### config.mk
export PLATFORM = sky130hd
export DESIGN_NAME = mac_sequencer
export DESIGN_NICKNAME = d
export VERILOG_FILES = /design/src/rtl/mac_sequencer.sv
export SDC_FILE = /design/constraint.sdc
export NUM_CORES = 1
export LEC_CHECK = 0
export BUFFER_PORTS_ARGS = -buffer_cell sky130_fd_sc_hd__buf_4
export CORE_ASPECT_RATIO = 0.6
export CORE_MARGIN = 2
export CORE_UTILIZATION = 51
export CTS_BUF_LIST = sky130_fd_sc_hd__clkbuf_2 sky130_fd_sc_hd__clkbuf_4 sky130_fd_sc_hd__clkbuf_8
export DETAILED_ROUTE_END_ITERATION = 12
export GPL_ROUTABILITY_DRIVEN = 0
export GPL_TIMING_DRIVEN = 0
export PLACE_DENSITY = 0.82
export SYNTH_ARGS = -nofsm -noshare
export SYNTH_HDL_FRONTEND = slang
export SYNTH_SLANG_ARGS = --single-unit
### constraint.sdc
create_clock -name clk -period 2.2 [get_ports clk]
set_input_delay 0.22 -clock clk [delete_from_list [all_inputs] [get_ports clk]]
set_output_delay 0.22 -clock clk [all_outputs]
set_load 0.03 [all_outputs]
### src/rtl/mac_sequencer.sv
// Sequences one FP16 dot product through an external combinational multiplier and adder.
// Optional build macro MAC_ZERO_SKIP_EN: pairs with a +/-0 operand bypass MUL/ACC.
module mac_sequencer #(
  parameter int unsigned CNT_W = 8
) (
  input  logic             clk,
  input  logic             rst_n,
  input  logic             start,
  input  logic [CNT_W-1:0] len,
  input  logic             in_valid,
  input  logic [15:0]      in_a,
  input  logic [15:0]      in_b,
  output logic             in_ready,
  output logic [15:0]      mul_a,
  output logic [15:0]      mul_b,
  input  logic [15:0]      mul_out,
  output logic [15:0]      add_a,
  output logic [15:0]      add_b,
  input  logic [15:0]      add_sum,
  output logic             res_valid,
  output logic [15:0]      result,
  input  logic             res_ready,
  output logic             busy
);

  typedef enum logic [2:0] {IDLE, LOAD, MUL, ACC, DONE} state_t;

  state_t           state;
  logic [15:0]      acc;
  logic [15:0]      prod;
  logic [15:0]      op_a;
  logic [15:0]      op_b;
  logic [15:0]      add_a_q;
  logic [CNT_W-1:0] cnt;
  logic             zero_pair_c;
  logic             last_c;

`ifdef MAC_ZERO_SKIP_EN
  assign zero_pair_c = (in_a[14:0] == 15'd0) || (in_b[14:0] == 15'd0);
`else
  assign zero_pair_c = 1'b0;
`endif

  assign last_c = (cnt == CNT_W'(1));

  // Operand ports are driven straight from the operand/product flops so they hold between runs
  assign mul_a = op_a;
  assign mul_b = op_b;
  assign add_a = add_a_q;
  assign add_b = prod;

  always_ff @(posedge clk or negedge rst_n) begin
    if (!rst_n) begin
      state     <= IDLE;
      acc       <= 16'h0000;
      prod      <= 16'h0000;
      op_a      <= 16'h0000;
      op_b      <= 16'h0000;
      add_a_q   <= 16'h0000;
      cnt       <= '0;
      in_ready  <= 1'b0;
      res_valid <= 1'b0;
      result    <= 16'h0000;
      busy      <= 1'b0;
    end else begin
      case (state)
        IDLE: begin
          if (start) begin
            acc  <= 16'h0000;
            busy <= 1'b1;
            if (len != '0) begin
              cnt      <= len;
              in_ready <= 1'b1;
              state    <= LOAD;
            end else begin
              result    <= 16'h0000;
              res_valid <= 1'b1;
              state     <= DONE;
            end
          end
        end
        LOAD: begin
          if (in_valid) begin
            if (zero_pair_c) begin
              // Zero product: count the pair but leave acc and the datapath ports alone
              cnt <= cnt - CNT_W'(1);
              if (last_c) begin
                in_ready  <= 1'b0;
                result    <= acc;
                res_valid <= 1'b1;
                state     <= DONE;
              end
            end else begin
              op_a     <= in_a;
              op_b     <= in_b;
              in_ready <= 1'b0;
              state    <= MUL;
            end
          end
        end
        MUL: begin
          prod    <= mul_out;
          add_a_q <= acc;
          state   <= ACC;
        end
        ACC: begin
          acc <= add_sum;
          cnt <= cnt - CNT_W'(1);
          if (last_c) begin
            result    <= add_sum;
            res_valid <= 1'b1;
            state     <= DONE;
          end else begin
            in_ready <= 1'b1;
            state    <= LOAD;
          end
        end
        DONE: begin
          if (res_ready) begin
            res_valid <= 1'b0;
            busy      <= 1'b0;
            state     <= IDLE;
          end
        end
        default: state <= IDLE;
      endcase
    end
  end

endmodule

Word-level counts from Yosys, hierarchy flattened
Cells that the tools add are included.
Widths: inputs -> output; s select.
{"block": "totals", "input_bits": 77, "out_inout_bits": 83, "reg_bits": 110, "wordCells": 65}
{"block": "classes", "eq_ne": 12, "mux": 27, "addsub": 1, "reduce_logical": 14}
{"op": "$mux 16", "n": 4}
{"op": "$pmux 16 s2", "n": 2}
{"op": "$mux 8", "n": 2}
{"op": "$pmux 8 s2", "n": 1}
{"op": "$mux 3", "n": 5}
{"op": "$pmux 3 s5", "n": 1}
{"op": "$ne 2x2->1 const B", "n": 7}
{"op": "$reduce_and 5->1", "n": 2}
{"op": "$mux 1", "n": 9}
{"op": "$reduce_and 3->1", "n": 3}
{"op": "$eq 8x1->1 const B", "n": 1}
{"op": "$reduce_bool 8->1", "n": 1}
{"op": "$sub 8x1->8 const B", "n": 1}
{"op": "$eq 3x2->1 const B", "n": 2}
{"op": "$pmux 1 s3", "n": 2}
{"op": "$reduce_bool 3->1", "n": 2}
{"op": "$reduce_and 2->1", "n": 2}
{"op": "$reduce_and 4->1", "n": 1}
{"op": "$reduce_bool 2->1", "n": 2}
{"op": "$eq 3x1->1 const B", "n": 1}
{"op": "$eq 3x3->1 const B", "n": 1}
{"op": "$logic_not 3->1", "n": 1}
{"op": "$pmux 1 s2", "n": 1}

Logic depth before layout (Yosys ltp)
{"block": "logic_depth", "depth_word": 4, "mapped_depth": 7, "depth_no_buf": 5}

Worst setup path after synthesis
Ideal clock, no wire load.
{"block": "synth_path", "path_type": "reg-to-reg", "startpoint": "register state[1]", "endpoint": "register op_a[0] (netlist: mul_a[0])", "synth_period_minus_slack_ns": 1.662, "path_stages_with_launch": 7, "setup_ns": 0.125, "path_slack_ns": 0.538, "arrival_time_ns": 1.537, "n_path_buf": 2, "required_ns": 2.075, "path_cell_list": "dfrtp_1 -> buf_2 -> nor2b_1 -> nand2_1 -> nor2_1 -> buf_4 -> mux2_2"}
{"block": "synth_between", "elab_chain_len": 2}
{"item": "start: declaration", "line_no": "28", "text": "state_t state;"}
{"item": "start signal: assignment", "line_no": "54", "text": "state <= IDLE;"}
{"item": "start signal: assignment", "line_no": "74", "text": "state <= LOAD;"}
{"item": "start signal: assignment", "line_no": "78", "text": "state <= DONE;"}
{"item": "$eq 3x1->1", "line_no": "66", "text": "case (state)"}
{"item": "$reduce_and 2->1 (no line)"}
{"item": "end signal: assignment", "line_no": "94", "text": "op_a <= in_a;"}
{"item": "end: declaration", "line_no": "31", "text": "logic [15:0] op_a;"}
Every way passes these cells.
A chain may end at the register's enable or synchronous reset.

Worst setup path after layout
{"block": "layout_path", "startpoint": "register state[1]", "endpoint": "register op_b[3] (netlist: mul_b[3])"}
{"block": "layout_between", "elab_chain_len": 2}
{"item": "$eq 3x1->1", "line_no": "66"}
{"item": "$reduce_and 2->1 (no line)"}
{"item": "end signal: assignment", "line_no": "95", "text": "op_b <= in_b;"}
{"item": "end: declaration", "line_no": "32", "text": "logic [15:0] op_b;"}
Every way passes these cells.

==> metrics.md <==
| Metric | Value |
|---|---|
| Slew Limit Fails | 0 |
| Final Hold Vio Count | 0 |
| Port Buffer Count | 159 |
| Worst-path fanout max | 10 |
| Post-synth top area cell | dfrtp_1 |
| Syn Nets | approximately 380 |
| Setup crit end kind | register |
| Clock tree buffer depth | 2 |
| Static Leak | ~2.9 nW |
| Synth Flop Type | dfrtp_1 |
| Pin count of the biggest net entering global routing | approximately 110 |
| First-pass DRT Iterations | 4 |
| Core ar. | 0.00843 mm^2 |
| Post-route DRC | 0 |
| R2R depth | 6 |
| Vias in the first global route | about 3200 |
| Row count | 26 |
| WP data required | 2450 ps |
| Mapped Cells | 305 |
| GRT overflow | 0 |
| Layout cells sized above 1 | a little over half |
| Detailed-route via count | roughly 3200 |
| Total CTS buffers | 9 |
| DRT antenna net count | 0 |
| Fin Setup TNS | 0 ps |
| Power Density | about 1500 mW/mm^2 |
| Initial antenna violation count | 0 |
| Number of flops mapped to enable cells by yosys | 0 |
| Hold WC Path Type | primary input to register |
| Startpoint Class | register |
| CTS tree | yes |
| Clk slew on worst S/H paths | ~100 ps |
| Num Clock Sinks | 110 |
| Max-Cap Viols | 0 |
| Async S/R FF share, synth | 100% |
| Post-synthesis sequential area ratio | between 60% and 70% |
| Post-CTS Setup Inserts | 0 |
| Util after Layout | roughly 71% |
| Critical hold path startpoint | res_ready |
| Worst slew pin tran | about 580 ps |
| Routed length per instance | 17.8 um |
| Max-slew headroom | roughly three fifths |
| WHS Endpoint | state[2] |
| Post-cts gate resize count | 0 |
| Status | completed |
| Synth warnings | 0 |
| Post-layout nets | approximately 560 |
| Part of the power in registers | 38.2% |
| RR Startpoint | state[1] |
| Combinational share of power | approximately half |
| CTS Root Cell | clkbuf_8 |
| Initial DRC count | around 170 |
| RSZ-0062 raised after global routing | no |
| Critical path data arrival time | 2230 ps |
| Clk pwr share | between 10 and 15% |
| Hold-fix buffer count after cts | 0 |
| #FFs+latches synth | between 100 and 150 |
| Critical path class | register to register |
| Final setup violation count | 0 |
| Period Utilization, post-route | around 90% |
| Die X | roughly 120 um |
| Post-Syn Area | ~0.0044 mm^2 |
| Fin crit period | 1980 ps |
| Worst reg2reg endpoint | mul_b[3] |
| Io pins | 160 |
| Layout fillers | a little under 600 |
| Total wire length | between 10000 and 15000 um |
| Fmax | 505 MHz |
| Max IR drop VDD | approximately 1100 uV |
| Area contributors post-synth | dfrtp_1 63%, mux2_2 16%, a22o_1 6.4%, nand2_1 1.4%, buf_2 0.92% |
| Yosys cell types | between 40 and 50 |
| Chip height | between 70 and 80 um |
| Die area | between 0.009 and 0.01 mm^2 |
| Diode count | 0 |
| Net Sw Frac | between 40% and 50% |
| Initial Util | between 50% and 60% |
| Via density | approximately 5.4 |
| Post-detail-place hpwl | ~7900 um |
| H-tree levels | 3 |
| Clock skew | 4.04 ps |
| Area delta synth->final | 35.9% |
| Synth top area share | a little over three fifths |
| Clk_lat worst skew | about 360 ps |
| Worst reg-to-reg setup slack | 220 ps |
| GRT Total Usage | a little under a quarter |
| Sw power | 3.73 mW |
| Hold path depth | 2 |
| Internal power | about 5.3 mW |
| Mean area per synthesized cell | between 10 and 15 um^2 |
| Global-route wire length before repair | 15900 um |
## worst max path at each step
stage	startpoint	end	slack (ps)	cells past startpoint
2_1_floorplan	state[1]	mul_a[0]	540	6
3_3_place_gp	state[1]	mul_b[10]	260	6
6_report	state[1]	mul_b[3]	220	6
4_1_cts	state[1]	mul_a[6]	190	6
5_1_grt	state[1]	mul_a[4]	90	6
3_5_place_dp	state[1]	mul_b[3]	230	6
## metrics by stage
step | area, um^2 | worst slack, ps | power (mW) | cells | hold WS, ps
global placement | 5710 | 258 | 7.75 | 576 | 439
floorplan | 4380 | 538 | 6.20 | 305 | -75.6
finish | 5950 | 220 | 9.07 | 594 | 68.4
global route | 5950 | 85.1 | 9.59 | 594 | 56.5
detailed placement | 5710 | 226 | 7.91 | 576 | 449
CTS | 5910 | 191 | 9.14 | 592 | 40.5
## placed cells by master, fill, tap and decap left out, types with 3 or more instances in the layout
| cell | synthesis | routed |
|---|---|---|
| dfrtp_1 | 110 | 110 |
| buf_4 | 3 | 161 |
| nor3_1 | 3 | 3 |
| o211ai_1 | 4 | 4 |
| o21ai_0 | 5 | 5 |
| a21oi_1 | 5 | 5 |
| buf_2 | 8 | 8 |
| buf_6 | 2 | 3 |
| inv_1 | 5 | 5 |
| nor2_1 | 7 | 7 |
| mux2_2 | 64 | 64 |
| a22o_1 | 32 | 32 |
| clkbuf_8 | 0 | 9 |
| nand3_1 | 8 | 8 |
| nand2_1 | 16 | 16 |
## sequential cells by signal, summed over array words and instances, names as in the netlist, 3 cells and up
signal,count
state,3
acc,16
add_a,16
result,16
cnt,8
mul_b,16
add_b,16
mul_a,16
## area by class of cell
cell class                 instances  area (um^2)  share of cell area, %
clock inverter                     7         73.8                   1.24
timing repair buffer             161         1230                   20.8
sequential                       110         2750                   46.3
multi-input combinational        174         1510                   25.3
inverter                           5         18.8                  0.316
tap                              112          140                   2.36
clock buffer                       9          124                   2.08
buffer                            16         96.3                   1.62
## cells in the mapped netlist (all sizes together), types with 2 or more instances
library cell	number
a22o	32
nand2	16
a21oi	6
nand3	8
or4	2
buf	15
mux2	64
nor2b	2
nor3	3
inv	5
o211ai	4
o21ai	6
ha	2
nor4	3
a211oi	2
nor2	7
dfrtp	110
## power by group through the flow
stage	Sequential (mW)	Combinational, mW	Clock (mW)
after detailed placement	3.49	4.42	0
after floorplan	4.69	1.50	0
after global routing	3.57	4.68	1.34
after CTS	3.47	4.43	1.25
final	3.46	4.39	1.22
after global placement	3.43	4.32	0
## critical path, cell delays in order (launching register included)
cell and delay [ps]:
dfrtp_1 370, buf_2 170, nor2b_1 170, nand2_1 100, nor2_1 420, buf_4 280
mux2_2 360
## layer usage
layer  global-route usage [%]  share of wire (%)  up-vias
met5                        0                  0        -
met4                     5.30               0.84        0
met3                     9.81                 11        9
met2                     37.1                 47      144
met1                     28.6                 42     1585
li1                         -                  -     1469
## logic make-up (layout without fill, tap and decap cells)
kind of cell               Yosys count  after routing  share of synthesized area (%)
buffers and inverters               21            198                           2.63
adders and majority gates            2              2                          0.572
DFF                                110            110                           62.9
muxes                               65             65                           16.7
AOI/OAI and AO/OA                   59             59                           10.9
and+or+nand+nor                     48             48                           6.29
Note: power is estimated with default switching activity, not from simulation.
